===== config.mk =====
export PLATFORM = sky130hd
export DESIGN_NAME = pipelined_unsigned_adder
export DESIGN_NICKNAME = d
export VERILOG_FILES = /design/src/rtl/pipelined_unsigned_adder.sv
export SDC_FILE = /design/constraint.sdc
export NUM_CORES = 1
export LEC_CHECK = 0
export CORE_MARGIN = 5
export CORE_UTILIZATION = 34
export CTS_CLUSTER_DIAMETER = 60
export DETAILED_ROUTE_END_ITERATION = 10
export MAX_ROUTING_LAYER = met4
export SLEW_MARGIN = 0
export SYNTH_ARGS = -nofsm -noshare
export SYNTH_HDL_FRONTEND = slang
export SYNTH_SLANG_ARGS = --single-unit

===== constraint.sdc =====
create_clock -name clk -period 3 [get_ports clk]
set_input_delay 0.3 -clock clk [delete_from_list [all_inputs] [get_ports clk]]
set_output_delay 0.3 -clock clk [all_outputs]
set_load 0.02 [all_outputs]

===== src/rtl/pipelined_unsigned_adder.sv =====
// -----------------------------------------------------------------------------
// pipelined_unsigned_adder
//
// Pipelined unsigned add/subtract unit with optional saturation. The WIDTH-bit
// carry chain is cut into STAGES equal slices. Stage k adds slice k using the
// carry registered by stage k-1, so each register level only sees a SW-bit
// ripple. Unconsumed operand bits travel down the pipe with the op, and
// finished result bits are carried forward. Saturation and the borrow flag are
// resolved in the last stage. The last stage's registers drive the outputs
// directly.
//
// Parameters
//   WIDTH   operand/result width; must be a multiple of STAGES
//   STAGES  pipeline depth = number of carry-chain slices = latency in cycles
//
// Ports
//   clk        rising-edge clock
//   rst        synchronous active-high reset; clears every stage (ops discarded)
//   in_valid   operands/controls valid
//   in_ready   unit accepts operands this cycle (= advance)
//   val_a      operand A, unsigned
//   val_b      operand B, unsigned
//   sub        0: A+B, 1: A-B
//   sat        1: saturate (add -> all ones, sub -> 0)
//   out_valid  result/flags valid
//   out_ready  downstream accepts result
//   result     sum/difference, wrapped or saturated
//   carry_out  add: carry out of MSB; sub: borrow (1 when A<B)
// -----------------------------------------------------------------------------
module pipelined_unsigned_adder #(
   parameter int WIDTH  = 16,
   parameter int STAGES = 2
) (
   input  logic             clk,
   input  logic             rst,
   input  logic             in_valid,
   output logic             in_ready,
   input  logic [WIDTH-1:0] val_a,
   input  logic [WIDTH-1:0] val_b,
   input  logic             sub,
   input  logic             sat,
   output logic             out_valid,
   input  logic             out_ready,
   output logic [WIDTH-1:0] result,
   output logic             carry_out
);

   localparam int SW = WIDTH / STAGES;

   // Per-stage pipeline registers
   logic             valid_q [STAGES];
   logic [WIDTH-1:0] a_q     [STAGES];
   logic [WIDTH-1:0] b_q     [STAGES];   // B already inverted for subtract
   logic [WIDTH-1:0] s_q     [STAGES];   // result bits computed so far
   logic             c_q     [STAGES];   // slice carry (last stage: carry_out)
   logic             sub_q   [STAGES];
   logic             sat_q   [STAGES];

   logic             valid_d [STAGES];
   logic [WIDTH-1:0] a_d     [STAGES];
   logic [WIDTH-1:0] b_d     [STAGES];
   logic [WIDTH-1:0] s_d     [STAGES];
   logic             c_d     [STAGES];
   logic             sub_d   [STAGES];
   logic             sat_d   [STAGES];

   // What each stage sees at its input: the ports for stage 0, otherwise the
   // previous stage's registers.
   logic             src_valid [STAGES];
   logic [WIDTH-1:0] src_a     [STAGES];
   logic [WIDTH-1:0] src_b     [STAGES];
   logic [WIDTH-1:0] src_s     [STAGES];
   logic             src_c     [STAGES];
   logic             src_sub   [STAGES];
   logic             src_sat   [STAGES];

   logic advance;

   // The whole pipe moves in lockstep; only a stalled, occupied output stage
   // holds it back. No bubble collapsing.
   assign advance  = !valid_q[STAGES-1] || out_ready;
   assign in_ready = advance;

   // Stage 0 input: two's-complement subtract as A + ~B + 1.
   assign src_valid[0] = in_valid;
   assign src_a[0]     = val_a;
   assign src_b[0]     = sub ? ~val_b : val_b;
   assign src_s[0]     = '0;
   assign src_c[0]     = sub;
   assign src_sub[0]   = sub;
   assign src_sat[0]   = sat;

   generate
      for (genvar gi = 1; gi < STAGES; gi++) begin : g_link
         assign src_valid[gi] = valid_q[gi-1];
         assign src_a[gi]     = a_q[gi-1];
         assign src_b[gi]     = b_q[gi-1];
         assign src_s[gi]     = s_q[gi-1];
         assign src_c[gi]     = c_q[gi-1];
         assign src_sub[gi]   = sub_q[gi-1];
         assign src_sat[gi]   = sat_q[gi-1];
      end
   endgenerate

   always_comb begin
      logic [SW:0] slice_sum;
      slice_sum = '0;
      for (int k = 0; k < STAGES; k++) begin
         valid_d[k] = src_valid[k];
         a_d[k]     = src_a[k];
         b_d[k]     = src_b[k];
         sub_d[k]   = src_sub[k];
         sat_d[k]   = src_sat[k];

         slice_sum = {1'b0, src_a[k][k*SW +: SW]}
                   + {1'b0, src_b[k][k*SW +: SW]}
                   + {{SW{1'b0}}, src_c[k]};

         s_d[k]              = src_s[k];
         s_d[k][k*SW +: SW]  = slice_sum[SW-1:0];
         c_d[k]              = slice_sum[SW];

         // Last slice: slice_sum[SW] is the carry out of the full-width MSB.
         // For subtract a missing carry means a borrow (A < B).
         if (k == STAGES-1) begin
            if (src_sat[k] && !src_sub[k] && slice_sum[SW]) begin
               s_d[k] = '1;
            end else if (src_sat[k] && src_sub[k] && !slice_sum[SW]) begin
               s_d[k] = '0;
            end
            c_d[k] = src_sub[k] ? ~slice_sum[SW] : slice_sum[SW];
         end
      end
   end

   always_ff @(posedge clk) begin
      if (rst) begin
         for (int k = 0; k < STAGES; k++) begin
            valid_q[k] <= 1'b0;
            a_q[k]     <= '0;
            b_q[k]     <= '0;
            s_q[k]     <= '0;
            c_q[k]     <= 1'b0;
            sub_q[k]   <= 1'b0;
            sat_q[k]   <= 1'b0;
         end
      end else if (advance) begin
         for (int k = 0; k < STAGES; k++) begin
            valid_q[k] <= valid_d[k];
            a_q[k]     <= a_d[k];
            b_q[k]     <= b_d[k];
            s_q[k]     <= s_d[k];
            c_q[k]     <= c_d[k];
            sub_q[k]   <= sub_d[k];
            sat_q[k]   <= sat_d[k];
         end
      end
   end

   assign out_valid = valid_q[STAGES-1];
   assign result    = s_q[STAGES-1];
   assign carry_out = c_q[STAGES-1];

endmodule


## Word level (Yosys, flattened, before mapping)

Memories as Yosys holds them, arrays and structs flattened.
Index checks and enable logic that the tools add are counted.

- Add/subtract/negate cells: 4
- Multipliers: 0
- Div/mod/pow operators: 0
- $lt $le $gt $ge: 0
- Eq/ne operators: 0
- Shift-type cells: 0
- Mux-type cells: 23
- Bitwise operators: 16
- Reductions and logical operators: 8

Operator list:

| cell | count |
|---|---|
| $mux W16 | 9 |
| $add A8 B8 Y9 | 2 |
| $add A9 B1 Y9 | 2 |
| $not A16 Y16 | 1 |
| $mux W1 | 14 |
| $or A1 B1 Y1 | 14 |
| $logic_and A1 B1 Y1 | 4 |
| $logic_not A1 Y1 | 3 |
| $logic_or A1 B1 Y1 | 1 |
| $not A1 Y1 | 1 |

- Register bits: 0
- Bits in latches: 0
- RAM bits: 104
- Memory bits (read-only): 0
- Bits of input ports: 38
- Output and inout port bits: 19
- Logic and storage cells: 58
- Memories kept: 7

Memories:

| memory | depth | width | read ports | clocked after memory_dff | wr ports | line | source |
|---|---|---|---|---|---|---|---|
| a_q | 2 | 16 | 1 | 0 | 2 | 52 | `logic [WIDTH-1:0] a_q [STAGES];` |
| b_q | 2 | 16 | 1 | 0 | 2 | 53 | `logic [WIDTH-1:0] b_q [STAGES];` |
| s_q | 2 | 16 | 2 | 0 | 2 | 54 | `logic [WIDTH-1:0] s_q [STAGES];` |
| c_q | 2 | 1 | 2 | 0 | 2 | 55 | `logic c_q [STAGES];` |
| sat_q | 2 | 1 | 1 | 0 | 2 | 57 | `logic sat_q [STAGES];` |
| sub_q | 2 | 1 | 1 | 0 | 2 | 56 | `logic sub_q [STAGES];` |
| 1 more memories | - | - | - | - | - | - |  |

## Longest topological paths before layout

Gate-level depths: netlist of run 1.
An unclocked memory read counts as a cell.

- Depth after elaboration: 8
- Depth in mapped cells: 9
- Depth with buffers taken out: 7

## Least setup slack after synthesis of run 1

No wires, ideal clock.

- Path kind: reg-to-reg
- Start point: memory a_q[0][8]
- End point: memory s_q[1][0], in the netlist s_q[0][16], data pin
- Library setup time: 254 ps
- Data arrival time: 2304 ps
- Required time: 2746 ps
- Slack: 442 ps
- Cell stages (with the launch flop): 9
- Path buffers: 1
- Period minus slack after synthesis: 2558 ps
- Cells stage by stage: edfxtp_1 fa_1 fa_1 a211oi_1 o21bai_1 o221ai_1 nor3_1 clkbuf_1 o21a_1

RTL lines:

| element | line |
|---|---|
| from (decl) | 52 |
| to (decl) | 54 |

==> run summary, run 1 <==
Entering global routing, the biggest net connects 26 pins. The run gives 0.484 mW as the reported net switching power. The HPWL after detailed placement is 4230 um. The post-cts hold buffer count is 0. Data on the critical path arrives at its endpoint at 2800 ps. The first global-routing pass estimated 8960 um of wire. The count of inserted antenna diode cells is 0, and the buffering stage count on the worst path with inverters included is 0.

The worst setup path is captured at a flop. Summing all non-filler instances in the final layout gives an area of 3520 um^2. By area the synthesized netlist is led by edfxtp_1 49%, ha_1 6.2%, o21a_1 4.8%, buf_4 4.3%, xnor2_1 3.7%. The wire length after detailed routing is 5450 um. For the relative contribution of the clock network to total power, the log shows 0.258. The insertion delay to the later sink of the worst-skew pair was 300 ps.

The routed via count divided by cell count works out to 4.80. The run gives 0 as the number of warnings printed during yosys synthesis. The number of hold violations in the final report is 0. Max-cap check violation count: 0.

The cell count after placement is 385. The critical-path cell with the highest stage delay is fa_1. The critical path class was flop to flop. Setup repair after global routing left no endpoint under its margin. The leakage power is 1.38 nW. For the worst setup path, the data required time is 3050 ps.

The share of async-settable or async-resettable flops after synthesis came out at 0. In this design, the critical path's most frequently occurring cell is fa_1. The detailed router finished its first iteration with 107 violations.

The number of enable-type register cells in the synthesized netlist was 46; the global-route usage over all layers was 0.114. The proportion of layout cells with a drive suffix above 1 came out at 0.0764. The tools report the highest ir drop seen on vdd as 0.000184 V. The net count of the finished layout is 342.

After detailed routing, the average wire length per cell comes to 13.9 um. The critical path launch point type is a flop. The number of gates on the worst path with buffers counted was 7; the detailed-routing iteration count for the pre-antenna-repair pass was 4.

The highest fanout seen on the critical path came out at 3. The largest total area in the synthesized netlist belongs to edfxtp_1. For the worst slew slack as a fraction of its limit, the log shows 0.635.

The run gives 0.816 as the final weighted congestion in routability-driven placement. The upper clock frequency limit was 364 MHz; the design internal power was 1.29 mW. The post-synthesis instance area came out at 2820 um^2. The number of setup buffers added after CTS is 0.

In this run, distinct cell masters in the synthesized netlist total 42. The number of instances in the synthesized netlist is 243, and the fraction of synthesized cell area taken by the top area cell type is 0.491. The initialized floorplan defines 33 standard-cell rows. Dividing the synthesized area by the synthesized cell count gives 11.6 um^2.

The cell depth of the worst flop-to-flop path was 7; the delay of the slowest cell on the worst path was 490 ps. Cell at the root of the clock tree: clkbuf_8. The total overflow left after global routing is 0. The tools report the number of vias in the routed layout as 1,887.

Initial core utilization: 0.346. Walking the worst path, the cells encountered are fa_1 > fa_1 > a211oi_1 > o21bai_1 > o221ai_1 > nor3_1 > or3_1. The aggregate negative setup slack came out at 0 ps. The number of antenna violations at the first check in global routing was 0; the count of instances resized after the clock tree is built was 0.

TritonCTS built the clock tree. The flow ran to the end, and the final reports show no timing, DRC or antenna violations. After layout, the minimum clock period comes to 2750 ps. From left edge to right edge, the die measures 101 um. The number of slew-limit violations in the final report was 0. The run gives 298 as the total nets after synthesis. Clock tree synthesis inserted a total of 5 buffers. The tools report the post-route core utilization as 0.432. The number of cells traversed by the worst hold path came out at 1.

The post-route clock period utilization came out at 0.916. The synthesis-to-layout area growth was 24.9%. After layout, the design draws a total of 1.77 mW. The number of global-route vias before repair was 1,875. The clock-pin transition on the worst setup and hold timing paths works out to 90 ps. The tools report the DRC violation count after routing as 0. The number of primary I/O pins was 57; the slew at the pin closest to its max-slew limit was 548 ps.

After floorplanning, the core was sized to cover 8130 um^2. The worst hold path belongs to the class flop to flop. The placed instances occupy a cell area of 3410 um^2. Setup slack on the worst reg-to-reg path comes out at 250 ps. During placement, the flow inserted port buffers numbering 56.

The final number of setup-violating endpoints was 0; the total of flip-flops plus latches after synthesis was 46. The tree built by TritonCTS fans out to 46 sinks. The count of antenna-violating nets left after detailed routing came out at 0. In the synthesized netlist the dominant register cell turns out to be edfxtp_1. No sink is reached through more buffers than the 2 on the longest clock path. For this design the ratio of total power to cell area is 505 nW/um^2.

For the final database, setup skew stands at 7.24 ps. The combinational share of power is 0.278. The finished layout holds 393 standard cells, fillers aside. The share of total power in sequential cells was 0.463. The floorplan step set the die height to 101 um. The area enclosed by the die boundary was 10,200 um^2; the switching share of power was 0.273. The cell family with the largest share of critical-path delay was adder cells. The sequential element share of the synthesized area was 0.491.

The H-tree was split into 2 levels.
## final timing paths
kind	startpoint	to
worst min-delay path	valid_q[0][0]	valid_q[0][1]
worst max-delay path	a_q[0][8]	s_q[0][31]
worst min register to register	valid_q[0][0]	valid_q[0][1]
worst max register to register	a_q[0][8]	s_q[0][31]
## registers in the layout, indices dropped and copies added (netlist names)
name,count
c_q,2
valid_q,2
a_q,8
s_q,24
sub_q,1
sat_q,1
b_q,8
## cells in the final DEF (no fill, tap or decap), drive strengths merged, types with 3 or more instances in the layout
cell           count
a211oi            11
a21o               6
a21oi              8
and2              13
buf                6
clkbuf             6
clkdlybuf4s50     56
edfxtp            46
fa                 3
ha                14
inv                3
nand2              5
nand2b             6
nor2              23
nor2b              3
nor3               4
o21a              18
o21ai             11
o21bai             3
xnor2             12
xor2               9
## cell usage after synthesis (4+ instances only)
library cell,count
edfxtp_1,46
nor2_1,23
o21a_1,18
buf_4,16
ha_1,14
and2_1,13
xnor2_1,12
o21ai_0,11
a211oi_1,9
xor2_1,9
a21oi_1,7
a21o_1,6
nand2b_1,6
clkbuf_1,5
nand2_1,5
nor3_1,4
## final cells by class
cell class	instances	area, um^2
multi-input cells	169	1260
repair buffers	62	618
clock buffers	6	72.6
flip-flops and latches	46	1380
well taps	105	131
inverters	3	11.3
fillers	787	4620
clock inverters	2	37.5
## routing by layer
metal | part of all wire | routed length [um] | vias up | GRT usage
met3 | 0.058 | 314 | 6 | 0.0208
met5 | 0 | 0 | - | -
li1 | - | - | 960 | -
met2 | 0.45 | 2440 | 53 | 0.171
met1 | 0.48 | 2610 | 868 | 0.154
met4 | 0.015 | 84 | 0 | 0.0399
## worst reg2reg max path: stages (launching register included)
cell      delay (ps)
edfxtp_1         400
fa_1             490
fa_1             430
a211oi_1         320
o21bai_1         160
o221ai_1         230
nor3_1            90
or3_1            380
## per-stage QoR
step / worst slack [ps] / hold slack, ps
finish: 252 / 538
global placement: 304 / 501
floorplan: 442 / 497
CTS: 249 / 543
global route: 97.2 / 555
detailed placement: 266 / 511
## cell families (layout without fill, tap and decap cells)
kind of cell | count (synthesis) | in the layout | synth area share
buffers and inverters | 28 | 73 | 0.0600
and+or+nand+nor | 62 | 62 | 0.114
muxes | 3 | 3 | 0.0111
DFF | 46 | 46 | 0.491
adders and majority gates | 17 | 17 | 0.0836
xor gates and xnor gates | 21 | 21 | 0.0653
AOI/OAI and AO/OA | 66 | 66 | 0.175
## power by group through the flow
stage / Clock, mW / Sequential (mW) / Combinational [mW]
after floorplan: 0 / 0.832 / 0.353
after global placement: 0 / 0.838 / 0.493
after global routing: 0.494 / 0.833 / 0.543
after CTS: 0.471 / 0.824 / 0.497
after detailed placement: 0 / 0.839 / 0.493
final: 0.458 / 0.823 / 0.494
Note: power is estimated with default switching activity, not from simulation.
==> inputs of run 2 (changes only) <==
RECOVER_POWER = 25   (was unset)
==> run 2 against run 1 <==
Compared with the run above: the flow now finishes with violations (max-capacitance violations, max-slew violations); core utilization about the same; cell area shrank 0.11%; total power fell by 0.81%; clock skew is essentially flat; clock-buffer cell count unchanged; register-to-register slack is essentially flat; sequential share of layout area hardly changed; global-route usage unchanged; fmax up 0.14%; flip-flop and latch count did not move; die area unchanged; critical path type unchanged; critical endpoint unchanged; largest cell class unchanged; highest routed layer unchanged.
==> run summary, run 2 (synthesis results as in run 1) <==
The tools report the routing usage on met3 as 0.0208. The run gives 0.171 as the met2 track demand over resource. The logs give 0.273 for the combinational share of power and 385 for the cell count after placement.

The arrival time of data at the critical path endpoint was 2800 ps. For the half-perimeter wire length after detailed placement, the log shows 4230 um. The synthesis-to-layout area growth is 24.8%, and the aggregate negative setup slack is 0 ps.

Count of antenna-violating nets left after detailed routing: 0. The met1 track demand over resource in global routing came out at 0.154. The tools report the type of element capturing the critical path as a flop. The worst path meets setup with 256 ps of slack. The number of slew-limit violations in the final report was 22; the die width was 101 um.

The routed via count divided by cell count is 4.80. The switching share of power came out at 0.274. The proportion of layout cells with a drive suffix above 1 came out at 0.0694.

The worst setup path is of the flop to flop kind. The max-cap check violation count is 1. The register with the most flip-flops in the layout has 24 of them. The floorplan step defined a core boundary enclosing 8130 um^2. STA classifies the critical path startpoint as a flop. The congestion estimate from routability-driven global placement came to 0.816. The final critical delay including setup and external delays came out at 2740 ps. The global-route usage over all layers was 0.114.

The highest fanout seen on the critical path is 3, and the design internal power is 1.28 mW. The largest net degree at the start of global routing was 26. Counting along the longest clock path gives a buffer depth of 2. In the routed design, unresolved DRC markers number 0. The tools report the cell at the root of the clock tree as clkbuf_8. Setup repair after global routing left no endpoint under its margin. The run gives 0 as the final global-route overflow total. The repair_antennas step left the layout with diodes totalling 0. The leakage power is 1.42 nW. Clock skew on the completed layout was measured at 7.30 ps.

The most common library cell in the layout ignoring fill and taps was edfxtp_1. The post-cts hold buffer count was 0. The number of clock buffers added by TritonCTS is 5. The library cells used most frequently in the layout, excluding fill and tap cells, are 46 x edfxtp_1, 38 x clkdlybuf4s50_1, 23 x nor2_1, 18 x o21a_1, 18 x dlygate4sd3_1. Static timing analysis puts the maximum clock frequency at 364 MHz. The initial core utilization came out at 0.346.

For the site row count, the log shows 33. The vertical die dimension came out at 101 um. The port buffer count is 56, and the setup fix buffers added after clock tree synthesis is 0. The overall power after layout was 1.76 mW. Counting flops per register, the top entry is s_q.

The final reports fail on max-capacitance violations, max-slew violations. Post-route clock period utilization: 0.915. Setup violations remaining at the end of the flow were counted as 0.

In this run the power spent charging and discharging nets is 0.483 mW. The finished cells cover 3510 um^2. In this run the number of H-tree levels came out at 2.

The clock reaches the later pin of the worst-skew pair after 300 ps. After the last flow step, the layout net total stands at 342. The worst setup slack before clock tree synthesis is 266 ps. After detailed routing, the average wire length per cell comes to 13.9 um. In the final layout, the registers with the most flip-flops are s_q (24), a_q (8), b_q (8).

For the pin with the worst max-slew slack, the measured transition is 1600 ps. The worst slew slack as a fraction of its limit was -0.0657. Highest ir drop seen on vdd: 0.000186 V.

The final layout contains routed wiring with a total length of 5460 um. The logs give 3050 ps for the critical path required time and 57 for the number of primary I/O pins. The number of global-route vias before repair was 1,875; the area enclosed by the die boundary was 10,200 um^2. The layer flagged by global routing as most heavily used is met2. The number of vias in the routed layout was 1,888. The logs give 0.432 for the post-route core utilization and 46 for the clock sink total. The tools report the number of hold violations in the final report as 0. Gates resized during post-CTS repair numbered 0. The share of total power in sequential cells was 0.466. The relative contribution of the clock network to total power was 0.261; the cell area power density was 501 nW/um^2.

The path class of the tightest hold or removal check is flop to flop. Before antenna repair, the detailed router went through 4 iterations. The number of antenna violations at the first check in global routing came out at 0. TritonCTS built the clock tree. The logs give 538 ps for the worst-case hold slack and 3410 um^2 for the placed instance area. Excluding fillers, the count of instances in the completed layout stands at 393. The first global-routing pass estimated 8960 um of wire.

The tools report the detailed router's first-iteration violation count as 105. The flow ran to the end, but the final reports show violations. The clock-pin transition on the worst setup and hold timing paths is 90 ps.
[run 2: cell count changes in the layout (fill, tap and decap cells not counted)]
cell,delta
clkdlybuf4s50_1,-18
dlygate4sd3_1,+18
or2_0,+1
buf_4,-1
or2_2,-1
clkbuf_1,+1
[run 2: power by group through the flow]
stage | clock, mW | combinational [mW] | sequential [mW]
after global placement | 0 | 0.493 | 0.838
after detailed placement | 0 | 0.493 | 0.839
after global routing | 0.494 | 0.530 | 0.831
after floorplan | 0 | 0.353 | 0.832
after CTS | 0.471 | 0.497 | 0.824
final | 0.459 | 0.481 | 0.821
[run 2: layout make-up]
type                            count  area [um^2]
Fill cell                         787         4620
Sequential cell                    46         1380
Multi-Input combinational cell    169         1260
Timing Repair Buffer               62          614
Tap cell                          105          131
Clock buffer                        6         72.6
Clock inverter                      2         37.5
Inverter                            3         11.3
[run 2: final timing paths]
path              endpoint  slack, ps          start  cells after the start
min reg2reg  valid_q[0][1]        540  valid_q[0][0]                      1
max reg2reg     s_q[0][31]        260      a_q[0][8]                      7
min          valid_q[0][1]        540  valid_q[0][0]                      1
max             s_q[0][31]        260      a_q[0][8]                      7
[run 2: worst max-delay path: stages, from the launching register on]
cell	delay [ps]
edfxtp_1	400
fa_1	490
fa_1	430
a211oi_1	320
o21bai_1	160
o221ai_1	230
nor3_1	90
or3_1	380
[run 2: layer usage]
metal	vias up	wire [um]
met4	0	84
met3	6	278
met5	-	0
met1	872	2650
li1	959	-
met2	51	2440
==> inputs of run 3 (changes only) <==
RECOVER_POWER = unset   (was 25)
TNS_END_PERCENT = 1   (was unset)
==> results of run 3 <==
Same layout as run 1: the final DEF is identical, and so are final timing and power.
